===== config.mk =====
export PLATFORM = sky130hd
export DESIGN_NAME = usr_shift_engine
export DESIGN_NICKNAME = d
export VERILOG_FILES = /design/src/rtl/usr_pkg.sv /design/src/rtl/usr_step.sv /design/src/rtl/usr_shift_engine.sv
export SDC_FILE = /design/constraint.sdc
export NUM_CORES = 1
export LEC_CHECK = 0
export CAP_MARGIN = 15
export CORE_MARGIN = 2
export CORE_UTILIZATION = 50
export CTS_BUF_LIST = sky130_fd_sc_hd__clkbuf_4
export DETAILED_ROUTE_END_ITERATION = 7
export GPL_ROUTABILITY_DRIVEN = 0
export HOLD_SLACK_MARGIN = 0.08
export PLACE_DENSITY = 0.81
export SLEW_MARGIN = 30
export SYNTH_ARGS = -nofsm -noshare
export SYNTH_HDL_FRONTEND = slang
export SYNTH_SLANG_ARGS = --single-unit

===== constraint.sdc =====
create_clock -name clk -period 2.2 [get_ports clk]
set_clock_uncertainty 0.15 [all_clocks]
set_input_delay 0.66 -clock clk [delete_from_list [all_inputs] [get_ports clk]]
set_output_delay 0.66 -clock clk [all_outputs]
set_load 0.05 [all_outputs]

===== src/rtl/usr_pkg.sv =====
// Shared opcodes, FSM states and opcode classification for the universal shift engine.
// USR_ROTATE_EN: when defined, ROR/ROL are real multi-step ops; otherwise they act as NOP.
package usr_pkg;

  localparam logic [2:0] OP_NOP  = 3'b000;
  localparam logic [2:0] OP_SHR  = 3'b001;
  localparam logic [2:0] OP_SHL  = 3'b010;
  localparam logic [2:0] OP_LOAD = 3'b011;
  localparam logic [2:0] OP_ROR  = 3'b100;
  localparam logic [2:0] OP_ROL  = 3'b101;
  localparam logic [2:0] OP_ASR  = 3'b110;
  localparam logic [2:0] OP_CLR  = 3'b111;

  typedef enum logic [1:0] {
    ST_IDLE = 2'b00,
    ST_RUN  = 2'b01,
    ST_DONE = 2'b10
  } state_t;

  // Ops that honour count and step once per clock; everything else is one-shot.
  function automatic logic is_multi(input logic [2:0] op);
    logic m;
    m = 1'b0;
    case (op)
      OP_SHR, OP_SHL, OP_ASR: m = 1'b1;
`ifdef USR_ROTATE_EN
      OP_ROR, OP_ROL:         m = 1'b1;
`endif
      default:                m = 1'b0;
    endcase
    return m;
  endfunction

endpackage


===== src/rtl/usr_step.sv =====
// Combinational single-step datapath: next register value for one opcode application.
// USR_ROTATE_EN: builds the ROR/ROL paths; without it those opcodes leave the value unchanged.
module usr_step
  import usr_pkg::*;
#(
  parameter int WIDTH = 4
) (
  input  logic [2:0]       op,
  input  logic [WIDTH-1:0] cur,
  input  logic [WIDTH-1:0] load_data,
  input  logic             sil,
  input  logic             sir,
  output logic [WIDTH-1:0] nxt
);

  always_comb begin
    nxt = cur;
    case (op)
      OP_SHR:  nxt = {sir, cur[WIDTH-1:1]};
      OP_SHL:  nxt = {cur[WIDTH-2:0], sil};
      OP_LOAD: nxt = load_data;
`ifdef USR_ROTATE_EN
      OP_ROR:  nxt = {cur[0], cur[WIDTH-1:1]};
      OP_ROL:  nxt = {cur[WIDTH-2:0], cur[WIDTH-1]};
`endif
      OP_ASR:  nxt = {cur[WIDTH-1], cur[WIDTH-1:1]};
      OP_CLR:  nxt = '0;
      default: nxt = cur;
    endcase
  end

endmodule


===== src/rtl/usr_shift_engine.sv =====
// Command-driven WIDTH-bit universal shift register: start+op+count runs count steps, one per clock.
// USR_ROTATE_EN: enables ROR/ROL; when undefined they complete as one-cycle NOPs.
module usr_shift_engine
  import usr_pkg::*;
#(
  parameter int WIDTH = 4,
  parameter int CW    = 4
) (
  input  logic             clk,
  input  logic             clear,
  input  logic             start,
  input  logic [2:0]       op,
  input  logic [CW-1:0]    count,
  input  logic [WIDTH-1:0] I,
  input  logic             SIL,
  input  logic             SIR,
  output logic [WIDTH-1:0] O,
  output logic             SOR,
  output logic             SOL,
  output logic             busy,
  output logic             done
);

  state_t           state;
  logic [2:0]       op_q;
  logic [CW-1:0]    remaining;
  logic [WIDTH-1:0] o_q;
  logic [2:0]       step_op;
  logic [WIDTH-1:0] step_nxt;

  // In IDLE the step acts on the live opcode so the first step lands on the accept edge.
  assign step_op = (state == ST_RUN) ? op_q : op;

  usr_step #(.WIDTH(WIDTH)) u_step (
    .op       (step_op),
    .cur      (o_q),
    .load_data(I),
    .sil      (SIL),
    .sir      (SIR),
    .nxt      (step_nxt)
  );

  always_ff @(posedge clk) begin
    if (clear) begin
      state     <= ST_IDLE;
      op_q      <= OP_NOP;
      remaining <= '0;
      o_q       <= '0;
      done      <= 1'b0;
    end else begin
      case (state)
        ST_IDLE: begin
          done <= 1'b0;
          if (start) begin
            op_q <= op;
            if (is_multi(op) && (count != '0)) begin
              o_q       <= step_nxt;
              remaining <= count - CW'(1);
              if (count == CW'(1)) begin
                state <= ST_DONE;
                done  <= 1'b1;
              end else begin
                state <= ST_RUN;
              end
            end else begin
              // One-shot ops apply here; a zero-count shift leaves O untouched.
              if (!is_multi(op)) o_q <= step_nxt;
              remaining <= '0;
              state     <= ST_DONE;
              done      <= 1'b1;
            end
          end
        end
        ST_RUN: begin
          o_q       <= step_nxt;
          remaining <= remaining - CW'(1);
          if (remaining == CW'(1)) begin
            state <= ST_DONE;
            done  <= 1'b1;
          end
        end
        ST_DONE: begin
          done  <= 1'b0;
          state <= ST_IDLE;
        end
        default: begin
          done  <= 1'b0;
          state <= ST_IDLE;
        end
      endcase
    end
  end

  assign O    = o_q;
  assign SOR  = o_q[0];
  assign SOL  = o_q[WIDTH-1];
  assign busy = (state != ST_IDLE);

endmodule


==> impl_metrics.env, run 1 <==
export IMPL_die_y_um=47.6
export IMPL_min_path_type="flop to flop"
export IMPL_vias=974
export IMPL_vias_per_cell=5.50
export IMPL_drc=0
export IMPL_numCtsBuffers=3
export IMPL_syn_inst=116
export IMPL_grt_max_degree=12
export IMPL_routedWlPerCell_um=13.7
export IMPL_cts_root_buffer="clkbuf_4"
export IMPL_leakage_nw=0.564
export IMPL_yosysWarnings=0
export IMPL_post_cts_buffers=0
export IMPL_dp_hpwl_mm=1.87
export IMPL_gr_usage_all_layers=0.225
export IMPL_cp_start_kind="primary input"
export IMPL_htreeDepth=1
export IMPL_synth_seq_cells=14
export IMPL_cts_tree="built"
export IMPL_grt_pass1_wl_mm=3.62
export IMPL_dp_cells=173
export IMPL_synth_seq_area_share=0.295
export IMPL_max_cap_viol_count=0
export IMPL_yosys_area_top_type="dfxtp_1"
export IMPL_ys_types=37
export IMPL_antenna_found_initial=0
export IMPL_arrival_ps=2160
export IMPL_drtIter0Drc=34
export IMPL_rsz0062_at_grt="true"
export IMPL_syn_cell_area_um2=951
export IMPL_tightest_slew_ps=431
export IMPL_critPathKind="primary input to flop"
export IMPL_max_freq_ghz=0.473
export IMPL_layout_common_cells="buf_4, nor2_1, clkdlybuf4s50_1"
export IMPL_io_pins=24
export IMPL_initial_core_util=0.539
export IMPL_cts_sinks=14
export IMPL_area_delta_synth_final_pct=40.3
export IMPL_cp_required_ps=2240
export IMPL_total_power_mw=0.775
export IMPL_critPathMaxFanout=5
export IMPL_drv_slew=0
export IMPL_layout_cells_non_filler=177
export IMPL_wl_mm=2.43
export IMPL_coreArea_um2=1760
export IMPL_setup_ws_ps=84.1
export IMPL_port_buffers=23
export IMPL_pre_cts_slack_ps=-279
export IMPL_drtPass1Iterations=4
export IMPL_hold_slack_ps=356
export IMPL_final_hold_violation_count=0
export IMPL_setup_viol=0
export IMPL_fin_crit_ps=2120
export IMPL_synth_top_cell_area_share=0.295
export IMPL_synth_edf_count=0
export IMPL_antennaDiodeCount=0
export IMPL_die_area_um2=2270
export IMPL_synth_nets=136
export IMPL_maxSlewHeadroom=0.710
export IMPL_avgSynthCellArea_um2=8.20
export IMPL_drive_gt1_frac=0.276
export IMPL_die_w_um=47.6
export IMPL_final_nets=173
export IMPL_powerDensity_nw_per_um2=581
export IMPL_dominantRegCellSynth="dfxtp_1"
export IMPL_overflow=0
export IMPL_crit_chain="clkdlybuf4s50_1, nor3b_2, o2111ai_2, o211ai_4, a21oi_1, a221oi_2"
export IMPL_fin_crit_sh=0.962
export IMPL_end_kind="flop"
export IMPL_final_common_cell="buf_4"
export IMPL_insertion_delay_ps=280
export IMPL_clk_pin_slew_worst_paths_ps=90
export IMPL_ir_worst_vdd_mv=0.352
export IMPL_antenna_left=0
export IMPL_ys_async_sr_fraction=0
export IMPL_cpMaxStageDelayCell="clkdlybuf4s50_1"
export IMPL_ctsLongestPathBuffers=2
export IMPL_outcome="finished clean"
export IMPL_fp_row_count=15
export IMPL_critPathMaxStageDelay_ps=530
export IMPL_reg2reg_slack_ps=280
export IMPL_grt_pass1_vias=846
export IMPL_synth_top_cells_by_area="dfxtp_1, nor2_1, inv_1"
[what timing repair did]
action,4_1_cts,5_1_grt
endpoints found under the setup margin,0,6
hold buffers,0,0
resized for setup,0,6
[registers in the layout, indices dropped and copies added (netlist names)]
| name | count |
|---|---|
| remaining | 4 |
| state | 2 |
| done | 1 |
| O | 4 |
| op_q | 3 |
[Yosys cell counts (3+ instances only)]
library cell  count
a21oi_1           8
inv_1            14
nor3_1            6
dfxtp_1          14
ha_1              4
nor2_1           16
a22o_1            3
o21ai_0           3
nor2b_1           3
a221oi_1          3
xnor2_1           3
nand2_1           4
mux2i_1           3
[critical path, delay by kind of cell]
kind	cells	cell delay, ps
and+or+nand+nor	1	290
buffers and inverters	1	530
AOI/OAI and AO/OA	4	670
[path summary, 6_finish.rpt]
| path | start | to | depth (start not counted) |
|---|---|---|---|
| max reg2reg | state[1] | O[0] | 5 |
| max | op[0] | O[0] | 6 |
| min | O[0] | O[0] | 2 |
| min reg2reg | O[0] | O[0] | 2 |
[where the power goes]
group          switching [mW]  leakage (nW)  total [mW]  internal (mW)
clock network          0.0884        0.0154       0.154         0.0656
logic                   0.169         0.433       0.316          0.147
registers              0.0263         0.115       0.304          0.278
[layer usage]
layer	vias up	GRT usage	wire, µm
met5	-	0	0
met4	0	0.0649	47
li1	484	-	-
met2	37	0.389	1170
met1	449	0.296	1090
met3	4	0.0226	127
[layout make-up]
type | instances | area (µm²)
multi-input cells | 81 | 601
repair buffers | 39 | 343
flip-flops and latches | 14 | 280
clock inverters | 1 | 3.75
clock buffers | 3 | 22.5
well taps | 25 | 31.3
inverters | 14 | 52.6
fillers | 141 | 430
[through the flow]
| step | setup TNS [ps] | utilization | instance area [µm²] |
|---|---|---|---|
| after global placement | -1440 | 0.723 | 1270 |
| after detailed placement | -1860 | 0.723 | 1270 |
| after global routing | -9.99 | 0.756 | 1330 |
| final | 0 | 0.756 | 1330 |
| after CTS | 0 | 0.738 | 1300 |
| after floorplan | 0 | - | 951 |
[kinds of logic (layout without fill, tap and decap cells)]
group | Yosys count | count (layout) | synth area share
and+or+nand+nor | 37 | 37 | 0.208
AOI/OAI and AO/OA | 33 | 33 | 0.262
buffers and inverters | 21 | 57 | 0.108
DFF | 14 | 14 | 0.295
adders and majority gates | 4 | 4 | 0.0526
muxes | 4 | 4 | 0.0474
xor gates and xnor gates | 3 | 3 | 0.0276
Note: power is estimated with default switching activity, not from simulation.
==> run 2: changes to the inputs <==
ABC_AREA = 1   (was unset)
CORE_UTILIZATION = 51   (was 50)
PLACE_DENSITY = 0.82   (was 0.81)
==> impl_metrics.env, run 2 <==
export IMPL_synthTopCellsByCount="nand2_1, inv_1, nor2_1"
export IMPL_leakage_nw=0.651
export IMPL_arrival_ps=2110
export IMPL_die_y_um=48.0
export IMPL_overflow=0
export IMPL_cp_start_kind="primary input"
export IMPL_final_cell_area_um2=1290
export IMPL_cp_required_ps=2270
export IMPL_drv_slew=0
export IMPL_syn_inst=160
export IMPL_htreeDepth=1
export IMPL_r2r_cells=10
export IMPL_synth_seq_cells=14
export IMPL_fp_row_count=15
export IMPL_synth_top_cell_area_share=0.284
export IMPL_ys_async_sr_fraction=0
export IMPL_dominantRegCellSynth="dfxtp_1"
export IMPL_antennaDiodeCount=0
export IMPL_min_path_cells=2
export IMPL_outcome="finished clean"
export IMPL_multi_input_area_um2=594
export IMPL_yosysMostFrequentCell="nand2_1"
export IMPL_synth_nets=180
export IMPL_drtPass1Iterations=4
export IMPL_rsz0062_at_grt="false"
export IMPL_layout_cells_non_filler=215
export IMPL_grt_pass1_vias=965
export IMPL_yosys_area_top_type="dfxtp_1"
export IMPL_critPathMaxFanout=5
export IMPL_final_hold_violation_count=0
export IMPL_dp_hpwl_mm=1.90
export IMPL_final_common_cell="nand2_1"
export IMPL_ir_worst_vdd_mv=0.426
export IMPL_reg2reg_slack_ps=520
export IMPL_post_cts_buffers=0
export IMPL_hold_buffers=0
export IMPL_final_nets=211
export IMPL_cts_root_buffer="clkbuf_4"
export IMPL_vias=1055
export IMPL_finalSetupTns_ps=0
export IMPL_synth_top_cells_by_area="dfxtp_1, nand2_1, inv_1"
export IMPL_wl_mm=2.30
export IMPL_hold_end="op_q[2]"
export IMPL_max_freq_ghz=0.490
export IMPL_worstReg2RegEnd="O[0]"
export IMPL_met3_length_um=60
export IMPL_synth_seq_area_share=0.284
export IMPL_die_area_um2=2310
export IMPL_drtIter0Drc=39
export IMPL_insertion_delay_ps=280
export IMPL_avgSynthCellArea_um2=6.18
export IMPL_drc=0
export IMPL_initial_core_util=0.554
export IMPL_place_area_um2=1260
export IMPL_die_w_um=48.0
export IMPL_ys_types=24
export IMPL_utilization=0.725
export IMPL_vias_per_cell=4.91
export IMPL_antenna_found_initial=0
export IMPL_coreArea_um2=1780
export IMPL_dp_cells=211
export IMPL_numCtsBuffers=3
export IMPL_tightest_slew_ps=359
export IMPL_syn_cell_area_um2=988
export IMPL_clk_pin_slew_worst_paths_ps=90
export IMPL_cts_resized=0
export IMPL_routedWlPerCell_um=10.7
export IMPL_maxSlewHeadroom=0.759
export IMPL_antenna_left=0
export IMPL_fin_crit_sh=0.928
export IMPL_cts_tree="built"
export IMPL_max_cap_viol_count=0
export IMPL_cts_sinks=14
export IMPL_end_kind="flop"
export IMPL_critPathKind="primary input to flop"
export IMPL_grt_pass1_wl_mm=3.89
export IMPL_total_power_mw=0.806
export IMPL_fin_crit_ps=2040
export IMPL_min_from="op_q[2]"
export IMPL_port_buffers=23
export IMPL_rr_startpoint="state[0]"
export IMPL_ctsLongestPathBuffers=2
export IMPL_layout_common_cells="nand2_1, inv_1, nor2_1"
export IMPL_synth_edf_count=0
export IMPL_gr_usage_all_layers=0.238
export IMPL_yosysWarnings=0
export IMPL_topRoutingLayerUsed="met4"
export IMPL_powerDensity_nw_per_um2=624
export IMPL_drt_met1_wl_mm=1.09
export IMPL_fill_cells=163
export IMPL_drive_gt1_frac=0.174
export IMPL_io_pins=24
export IMPL_regArea_um2=280
export IMPL_setup_viol=0
export IMPL_area_delta_synth_final_pct=30.8
export IMPL_met2_length_mm=1.14
export IMPL_grt_max_degree=12
export IMPL_min_path_type="flop to flop"
## run 2: final cells by class
cell class	instances	area share
clock buffers	3	0.0174
clock inverters	1	0.00290
inverters	22	0.0658
flip-flops and latches	14	0.217
multi-input cells	120	0.460
repair buffers	30	0.213
well taps	25	0.0242
## run 2: per-stage QoR
step           hold WS [ps]  setup WS (ps)
2_1_floorplan           294            458
3_3_place_gp            317          -83.0
3_5_place_dp            325           -131
4_1_cts                 338            142
5_1_grt                 368           29.0
6_report                336            158
## run 2: worst max-delay path: stages
cell	delay (ps)
clkdlybuf4s50_1	480
inv_1	60
ha_2	200
nand3_1	80
nor2_1	60
nor2_2	230
nand3_2	120
nand2_1	70
nand2_1	40
nor2_1	110
## run 2: cell families after synthesis
| logic type | share of synthesized area |
|---|---|
| buffers and inverters | 0.118 |
| AOI/OAI and AO/OA | 0.135 |
| xor gates and xnor gates | 0.0177 |
| DFF | 0.284 |
| and+or+nand+nor | 0.395 |
| adders and majority gates | 0.0506 |
## run 2: layer usage
| metal | vias to the layer above | global-route usage |
|---|---|---|
| met3 | 4 | 0.0453 |
| li1 | 567 | - |
| met2 | 20 | 0.408 |
| met4 | 0 | 0.0649 |
| met1 | 464 | 0.304 |
| met5 | - | 0 |
## run 2: worst max-delay path by stage
stage | startpoint | endpoint | cells after the start
after floorplan | O[0] | O[0] | 1
after global placement | count[0] | O[2] | 9
after detailed placement | count[0] | O[2] | 9
after CTS | count[0] | O[3] | 10
after global routing | count[1] | O[3] | 10
final | count[0] | O[3] | 10
## run 2: report_power, final
part,total [mW],internal [mW],switching [mW]
clock network,0.156,0.0658,0.0898
registers,0.313,0.283,0.0296
logic,0.338,0.131,0.207
total,0.806,0.480,0.327
